File: config.mk
export PLATFORM = sky130hd
export DESIGN_NAME = dec2to4_strobe_flat
export DESIGN_NICKNAME = d
export VERILOG_FILES = /design/src/rtl/dec2to4_strobe_if.sv /design/src/rtl/dec2to4_strobe.sv /design/src/flat_wrapper.sv
export SDC_FILE = /design/constraint.sdc
export NUM_CORES = 1
export LEC_CHECK = 0
export ABC_CLOCK_PERIOD_IN_PS = 2600
export CORE_MARGIN = 2
export CORE_UTILIZATION = 53
export DETAILED_ROUTE_END_ITERATION = 12
export PLACE_DENSITY_LB_ADDON = 0.12
export RECOVER_POWER = 50
export SLEW_MARGIN = 30
export SYNTH_ARGS = -nofsm -noshare
export SYNTH_HDL_FRONTEND = slang
export SYNTH_SLANG_ARGS = --single-unit
File: constraint.sdc
create_clock -name clk -period 2.6 [get_ports clk]
set_input_delay 0.39 -clock clk [delete_from_list [all_inputs] [get_ports clk]]
set_output_delay 0.39 -clock clk [all_outputs]
set_load 0.01 [all_outputs]
File: src/rtl/dec2to4_strobe_if.sv
// Handshake and strobe bundle for dec2to4_strobe: code input side plus
// one-hot strobe/status output side.
interface dec2to4_strobe_if;
   logic       en;
   logic       in_valid;
   logic [1:0] a;
   logic       in_ready;
   logic [3:0] d;
   logic       busy;
   logic       done;

   modport master (
      output en,
      output in_valid,
      output a,
      input  in_ready,
      input  d,
      input  busy,
      input  done
   );

   modport slave (
      input  en,
      input  in_valid,
      input  a,
      output in_ready,
      output d,
      output busy,
      output done
   );
endinterface

File: src/rtl/dec2to4_strobe.sv
// Sequential 2-to-4 decoder: accepts a 2-bit code by valid/ready and drives a
// timed one-hot strobe, with an optional idle gap and a one-entry pending slot.
module dec2to4_strobe #(
   parameter int HOLD = 4,
   parameter int GAP  = 1,
   parameter int CW   = $clog2(((HOLD > GAP) ? HOLD : GAP) + 1)
) (
   input  logic              clk,
   input  logic              rst_n,
   dec2to4_strobe_if.slave   bus
);

   localparam logic [1:0] ST_IDLE  = 2'd0;
   localparam logic [1:0] ST_PULSE = 2'd1;
   localparam logic [1:0] ST_GAP   = 2'd2;

   localparam logic          GAP_EN_C  = (GAP > 0);
   localparam logic [CW-1:0] HOLD_LD_C = CW'(HOLD - 1);
   localparam logic [CW-1:0] GAP_LD_C  = CW'((GAP > 0) ? (GAP - 1) : 0);

   function automatic logic [3:0] onehot(input logic [1:0] code);
      logic [3:0] res;
      case (code)
         2'd0:    res = 4'b0001;
         2'd1:    res = 4'b0010;
         2'd2:    res = 4'b0100;
         2'd3:    res = 4'b1000;
         default: res = 4'b0000;
      endcase
      return res;
   endfunction

   logic [1:0]    state_r;
   logic [CW-1:0] cnt_r;
   logic [1:0]    code_r;
   logic          pend_vld_r;
   logic [1:0]    pend_code_r;
   logic [3:0]    d_r;
   logic          done_r;
   logic          busy_r;

   logic [1:0]    state_nxt_s;
   logic [CW-1:0] cnt_nxt_s;
   logic [1:0]    code_nxt_s;
   logic          pend_vld_nxt_s;
   logic [1:0]    pend_code_nxt_s;
   logic          ready_s;
   logic          accept_s;
   logic          term_s;

   // rst_n gates ready so it is low during reset yet a code can be taken on
   // the very first edge after release.
   assign ready_s  = bus.en & ~pend_vld_r & rst_n;
   assign accept_s = bus.in_valid & ready_s;

   // Terminal cycle: last PULSE cycle when there is no gap, else last GAP cycle.
   assign term_s = ((state_r == ST_PULSE) && (cnt_r == '0) && !GAP_EN_C) ||
                   ((state_r == ST_GAP)   && (cnt_r == '0));

   // Next-state, counter and pending-slot logic.
   always_comb begin
      state_nxt_s     = state_r;
      cnt_nxt_s       = cnt_r;
      code_nxt_s      = code_r;
      pend_vld_nxt_s  = pend_vld_r;
      pend_code_nxt_s = pend_code_r;
      if (!bus.en) begin
         state_nxt_s    = ST_IDLE;
         cnt_nxt_s      = '0;
         pend_vld_nxt_s = 1'b0;
      end else if (term_s) begin
         // Pending code has priority; in_ready is low whenever it is full.
         if (pend_vld_r) begin
            state_nxt_s    = ST_PULSE;
            cnt_nxt_s      = HOLD_LD_C;
            code_nxt_s     = pend_code_r;
            pend_vld_nxt_s = 1'b0;
         end else if (accept_s) begin
            state_nxt_s = ST_PULSE;
            cnt_nxt_s   = HOLD_LD_C;
            code_nxt_s  = bus.a;
         end else begin
            state_nxt_s = ST_IDLE;
            cnt_nxt_s   = '0;
         end
      end else begin
         case (state_r)
            ST_IDLE: begin
               if (accept_s) begin
                  state_nxt_s = ST_PULSE;
                  cnt_nxt_s   = HOLD_LD_C;
                  code_nxt_s  = bus.a;
               end else begin
                  state_nxt_s = ST_IDLE;
               end
            end
            ST_PULSE: begin
               if (cnt_r != '0) begin
                  cnt_nxt_s = cnt_r - CW'(1);
               end else begin
                  state_nxt_s = ST_GAP;
                  cnt_nxt_s   = GAP_LD_C;
               end
               if (accept_s) begin
                  pend_vld_nxt_s  = 1'b1;
                  pend_code_nxt_s = bus.a;
               end else begin
                  pend_vld_nxt_s  = pend_vld_r;
               end
            end
            ST_GAP: begin
               cnt_nxt_s = cnt_r - CW'(1);
               if (accept_s) begin
                  pend_vld_nxt_s  = 1'b1;
                  pend_code_nxt_s = bus.a;
               end else begin
                  pend_vld_nxt_s  = pend_vld_r;
               end
            end
            default: begin
               state_nxt_s    = ST_IDLE;
               cnt_nxt_s      = '0;
               pend_vld_nxt_s = 1'b0;
            end
         endcase
      end
   end

   // State and registered outputs, all computed from next-state values.
   always_ff @(posedge clk or negedge rst_n) begin
      if (!rst_n) begin
         state_r     <= ST_IDLE;
         cnt_r       <= '0;
         code_r      <= 2'd0;
         pend_vld_r  <= 1'b0;
         pend_code_r <= 2'd0;
         d_r         <= 4'b0000;
         done_r      <= 1'b0;
         busy_r      <= 1'b0;
      end else begin
         state_r     <= state_nxt_s;
         cnt_r       <= cnt_nxt_s;
         code_r      <= code_nxt_s;
         pend_vld_r  <= pend_vld_nxt_s;
         pend_code_r <= pend_code_nxt_s;
         d_r         <= (state_nxt_s == ST_PULSE) ? onehot(code_nxt_s) : 4'b0000;
         done_r      <= (state_nxt_s == ST_PULSE) && (cnt_nxt_s == '0);
         busy_r      <= (state_nxt_s != ST_IDLE) || pend_vld_nxt_s;
      end
   end

   assign bus.in_ready = ready_s;
   assign bus.d        = d_r;
   assign bus.done     = done_r;
   assign bus.busy     = busy_r;

endmodule

File: src/flat_wrapper.sv
// flat-port wrapper written by rule: the top's interface ports become plain ports
module dec2to4_strobe_flat 
#(
   parameter int HOLD = 4,
   parameter int GAP  = 1,
   parameter int CW   = $clog2(((HOLD > GAP) ? HOLD : GAP) + 1)
)
  (clk, rst_n, bus_en, bus_in_valid, bus_a, bus_in_ready, bus_d, bus_busy, bus_done);
  dec2to4_strobe_if bus_i ();
  input  logic clk;
  input  logic rst_n;
  input wire logic [$bits(bus_i.en)-1:0] bus_en;
  input wire logic [$bits(bus_i.in_valid)-1:0] bus_in_valid;
  input wire logic [$bits(bus_i.a)-1:0] bus_a;
  output wire logic [$bits(bus_i.in_ready)-1:0] bus_in_ready;
  output wire logic [$bits(bus_i.d)-1:0] bus_d;
  output wire logic [$bits(bus_i.busy)-1:0] bus_busy;
  output wire logic [$bits(bus_i.done)-1:0] bus_done;
  assign bus_i.en = bus_en;
  assign bus_i.in_valid = bus_in_valid;
  assign bus_i.a = bus_a;
  assign bus_in_ready = bus_i.in_ready;
  assign bus_d = bus_i.d;
  assign bus_busy = bus_i.busy;
  assign bus_done = bus_i.done;
  dec2to4_strobe #(.HOLD(HOLD), .GAP(GAP), .CW(CW)) u_core (.clk(clk), .rst_n(rst_n), .bus(bus_i));
endmodule
==> impl_metrics.yaml, run 1 <==
yosys:
  synth-main-ff-cell: "dfrtp_1"
  synth_edf_count: 0
  ys_types: 39
  synth_xor_area_share_pct: 0.893
  synth_area_um2: 981
  synthMuxAreaShare_pct: 2.30
  synth_compound_area_share_pct: 18.4
  synthTopCellsByCount: "dfrtp_1 (16), nand2_1 (8), ha_1 (6)"
  synth_area_leader_cell: "dfrtp_1"
  async_flop_share_pct: 100
  synth_cells: 94
  synthAdderAreaFrac_pct: 7.65
  synth_fp_nets: 106
  avgSynthCellArea_um2: 10.4
  synth_top_area_share_pct: 40.8
  yosys.area_share.simple_pct: 25.8
  synth.area.top_cells: "dfrtp_1 (41%), ha_1 (7.7%), nand2_1 (3.1%)"
  yosysWarningCount: 0
  ys_ff_latch: 16
  yosysMostFrequentCell: "dfrtp_1"
  synth_top_family_by_area: "simple AND/OR/NAND/NOR gates"
  yosysSeqAreaShare_pct: 40.8
run_status:
  outcome: "complete, no violations"
clocking:
  cts_hold_buf: 0
  cts_resized: 0
  cts_buffers: 3
  cts_setup_buffers: 0
  clock_latency_ns: 0.29
  clkSlewWorstSetupHoldPaths_ns: 0.09
  clock-sinks: 16
  ctsLongestPathBuffers: 2
  cts_tree: "built"
  htreeDepth: 1
  cts_root_buf: "clkbuf_4"
setup_path:
  worstPathArrival_ns: 1.87
  rrSetupSlack_ns: 0.45
  critPathLaunchType: "input pin"
  rr_worst_depth: 6
  r2r-end: "u_core.bus.d[2]$_DFF_PN0_"
  path_max_fanout: 9
  path_class: "input pin to output port"
  reg2reg_from: "u_core.state_r[0]$_DFF_PN0_"
  end_kind: "output port"
  required_ns: 2.21
route:
  wl_um: 1850
  drt.antenna.violating_nets: 0
  via_per_inst: 5.57
  routedWlPerCell_um: 13.7
  initialDrtViolationCount: 16
  drc: 0
  vias: 752
  first_pass_iters: 4
floorplanning:
  initial_utilization_pct: 56.8
  die_area_mm2: 0.00221
  die_w_um: 47.0
  ios: 13
  core_area_mm2: 0.00173
  die_y_um: 47.0
  rows: 15
placed_design:
  hpwl_um: 1460
  numPortBuffers: 12
  gp_congestion: 0.840
min_path:
  hold_path.class: "register to register"
  min-delay-start: "u_core.pend_code_r[0]$_DFFE_PN0P_"
  hold_depth: 1
  min_to: "u_core.pend_code_r[0]$_DFFE_PN0P_"
power_and_ir_drop:
  pwr_density_cell_mw_per_mm2: 504
  ir_drop_mv: 0.352
  power_leakage_nw: 0.505
  finalPower_w: 0.000587
timing:
  fin_crit_sh_pct: 86.9
  slew_violations: 0
  fin_skew_ns: 0.0110
  finalSetupViolations: 0
  tns_ns: 0
  finalHoldViolCount: 0
  tightestPinTransition_ns: 0.526
  rsz0062_at_grt: "no"
  fmax_ghz: 0.442
  period_needed_ns: 2.26
  slew_headroom_pct: 65.0
finish:
  area_delta_synth_final_pct: 18.8
  final_nets: 123
  antenna_cells: 0
  layout-drive-gt1-share_pct: 15.5
global_routing:
  grtUsageTotal_pct: 21.6
  grt_max_degree: 13
  grt_pass1_vias: 746
  antenna_found_initial: 0
  grt_pass1_wl_um: 3330
  grt-ovfl-total: 0
run:
  cap_violations: 0
## where the power goes
part	internal (W)	leakage (nW)	total, W	switching (W)
Sequential	0.000273	0.215	0.000289	0.0000163
Combinational	0.0000630	0.269	0.000133	0.0000704
Clock	0.0000852	0.0210	0.000164	0.0000792
Total	0.000421	0.505	0.000587	0.000166
## flip-flops by register name (all words and copies together), names as in the netlist
register	flops
u_core.pend_vld_r	1
u_core.code_r	2
u_core.state_r	2
u_core.bus.busy	1
u_core.cnt_r	3
u_core.bus.d	4
u_core.pend_code_r	2
u_core.bus.done	1
## area by class of cell
class | count | area (µm²)
flip-flops and latches | 16 | 400
well taps | 25 | 31.3
clock buffers | 4 | 36.3
fillers | 145 | 562
inverters | 5 | 18.8
multi-input cells | 70 | 539
repair buffers | 15 | 139
## placed cells by master (no fill, tap or decap), drive strengths merged, types with 2 or more instances in the layout
master / instances
dfrtp: 16
nand2: 9
clkdlybuf4s50: 8
ha: 6
nand3: 6
o21ai: 6
inv: 5
a21oi: 5
nor2: 5
clkbuf: 5
nor3: 4
dlygate4sd3: 4
nand3b: 3
and3b: 2
nor2b: 2
or3: 2
mux2: 2
buf: 2
## how the worst max path moves through the flow
stage / end / slack (ns) / startpoint / cells past startpoint
4_1_cts: bus_in_ready / 0.40 / rst_n / 5
2_1_floorplan: u_core.bus.d[2]$_DFF_PN0_ / 0.72 / u_core.state_r[0]$_DFF_PN0_ / 8
3_3_place_gp: u_core.bus.d[2]$_DFF_PN0_ / 0.39 / rst_n / 7
6_report: bus_in_ready / 0.34 / rst_n / 5
3_5_place_dp: u_core.bus.d[3]$_DFF_PN0_ / 0.36 / rst_n / 6
5_1_grt: bus_in_ready / 0.26 / rst_n / 5
## logic make-up (layout without fill, tap and decap cells)
kind of cell | after synthesis | after routing
AND/OR/NAND/NOR | 39 | 39
buffers and inverters | 8 | 24
AO/OA/AOI/OAI | 22 | 22
adder cells (fa/ha/maj) | 6 | 6
flip-flops | 16 | 16
XOR/XNOR | 1 | 1
multiplexers | 2 | 2
## per-layer routing
metal / part of all wire (%) / track usage [%] / vias to the layer above
met5: 0 / 0 / -
met4: 1.5 / 9.44 / 0
met3: 3.3 / 6.15 / 4
met2: 46 / 32.1 / 18
met1: 49 / 29.4 / 359
li1: - / - / 371
## critical path, stage by stage
cell             delay, ns
dlygate4sd3_1         0.59
buf_4                 0.20
nand2_1               0.07
nor2_1                0.08
clkdlybuf4s50_1       0.54
## through the flow
step	utilization (%)	std cells	instance area, µm²	setup slack, ns	hold slack [ns]
after floorplan	-	94	981	0.723	0.0944
after global placement	65.6	131	1130	0.391	0.486
after detailed placement	65.6	131	1130	0.358	0.495
after CTS	67.7	135	1170	0.395	0.468
after global routing	67.5	135	1160	0.256	0.535
final	67.5	135	1160	0.340	0.507
(Power assumes the default switching activity.)
==> run 2: changes to the inputs <==
CORE_UTILIZATION = 30   (was 53)
PLACE_DENSITY = 0.53   (was default)
PLACE_DENSITY_LB_ADDON = default   (was 0.12)
==> run 2 against run 1 <==
Compared with the run above: final cell count is 14% higher; via count down 1.6%; critical endpoint unchanged; clock skew down 0.0010 ns; worst setup slack got worse by 0.041 ns; largest power group unchanged; highest routed layer unchanged; largest cell class unchanged; power grew 0.26%.
==> impl_metrics.yaml, run 2 (synthesized netlist as in run 1, its figures left out) <==
global_routing:
  grt_util_met3_pct: 5.25
  grt_pass1_wl_um: 3640
  antenna_found_initial: 0
  met2_usage_pct: 20.4
  grt_pass1_vias: 762
  grt_max_degree: 13
  grtUsageTotal_pct: 13.6
  grtUsageMet1_pct: 18.8
  grt_busiest_layer: "met2"
  grt-ovfl-total: 0
finish:
  largest_reg_flops: 4
  final_core_util_pct: 38.5
  fillers: 312
  multi_input_area_um2: 539
  seq_area_um2: 400
  mostFrequentLayoutCells: "dfrtp_1 (16), clkdlybuf4s50_1 (9), nand2_1 (8)"
  antenna_cells: 0
  layout-drive-gt1-share_pct: 14.5
  final_nets: 123
  area_delta_synth_final_pct: 20.8
  layout_commonest_cell: "dfrtp_1"
setup_path:
  worstPathArrival_ns: 1.91
  critPathBufInv: 3
  path_class: "input pin to output port"
  rrSetupSlack_ns: 0.39
  required_ns: 2.21
  r2r-end: "u_core.bus.d[2]$_DFF_PN0_"
  end_kind: "output port"
  cp_top_family: "buffers and inverters"
  critPathLaunchType: "input pin"
  worstSetupStartpoint: "rst_n"
  worstPathCellList: "clkdlybuf4s50_1, clkbuf_1, nand2_1, nor2_1, clkdlybuf4s50_1"
  rr_worst_depth: 6
  cpPeakStageDelay_ns: 0.54
  cpMostUsedCell: "clkdlybuf4s50_1"
  path_max_fanout: 7
  reg2reg_from: "u_core.state_r[0]$_DFF_PN0_"
  crit_slowest_cell: "clkdlybuf4s50_1"
clocking:
  htreeDepth: 1
  cts_root_buf: "clkbuf_4"
  cts_tree: "built"
  cts_hold_buf: 0
  clock_latency_ns: 0.29
  cts_buffers: 3
  cts_setup_buffers: 0
  clkSlewWorstSetupHoldPaths_ns: 0.10
  clock-sinks: 16
  cts_resized: 0
  ctsLongestPathBuffers: 2
timing:
  fmax_ghz: 0.435
  slew_headroom_pct: 55.9
  tightestPinTransition_ns: 0.661
  tns_ns: 0
  period_needed_ns: 2.30
  rsz0062_at_grt: "no"
  fin_crit_sh_pct: 88.5
  slew_violations: 0
  worst_hold_slack_ns: 0.493
  fin_skew_ns: 0.00994
  setup_slack_ns: 0.299
  finalSetupViolations: 0
  finalHoldViolCount: 0
placed_design:
  gp_congestion: 0.867
  hpwl_um: 1660
  numPortBuffers: 12
  dp_slack_ns: 0.326
floorplanning:
  die_w_um: 61.2
  core_area_mm2: 0.00308
  initial_utilization_pct: 31.9
  die_area_mm2: 0.00374
  die_y_um: 61.2
  rows: 20
  ios: 13
route:
  wl_um: 2080
  routedWlPerCell_um: 13.5
  via_per_inst: 4.81
  vias: 740
  first_pass_iters: 4
  drc: 0
  initialDrtViolationCount: 29
  drt.antenna.violating_nets: 0
power_and_ir_drop:
  ir_drop_mv: 0.327
  power_leakage_nw: 0.501
  pwr_density_cell_mw_per_mm2: 497
  finalPower_w: 0.000589
min_path:
  hold_path.class: "input pin to async pin"
run_status:
  outcome: "complete, no violations"
run:
  cap_violations: 0
[run 2: cell types whose count changed in the layout (fill, tap and decap cells not counted), sizes merged]
cell,delta
buf,-1
clkbuf,+1
clkdlybuf4s50,+1
dlygate4sd3,-1
[run 2: cell type report]
class	instances	share of cell area [%]
timing repair buffer	15	11.4
sequential	16	33.8
multi-input combinational	70	45.5
clock buffer	4	3.06
tap	44	4.65
inverter	5	1.58
[run 2: worst max-delay path by stage]
stage | endpoint | cells after the start
finish | bus_in_ready | 5
global placement | u_core.bus.d[2]$_DFF_PN0_ | 5
detailed placement | u_core.bus.d[3]$_DFF_PN0_ | 6
global route | bus_in_ready | 5
floorplan | u_core.bus.d[2]$_DFF_PN0_ | 8
CTS | u_core.bus.d[2]$_DFF_PN0_ | 6
[run 2: metal layers]
metal  wire (µm)  vias to the layer above
li1            -                      369
met1        1000                      357
met2         959                       12
met3          99                        2
met4          12                        0
met5           0                        -
[run 2: where the power goes]
part	internal [W]	switching, W	total [W]
sequential	0.000273	0.0000153	0.000288
clock	0.0000853	0.0000840	0.000169
combinational	0.0000621	0.0000690	0.000131
total	0.000420	0.000168	0.000589
[run 2: stage by stage]
step,std cells,instance area (µm²)
5_1_grt,154,1180
4_1_cts,154,1190
6_report,154,1180
3_3_place_gp,150,1160
3_5_place_dp,150,1160
2_1_floorplan,94,981
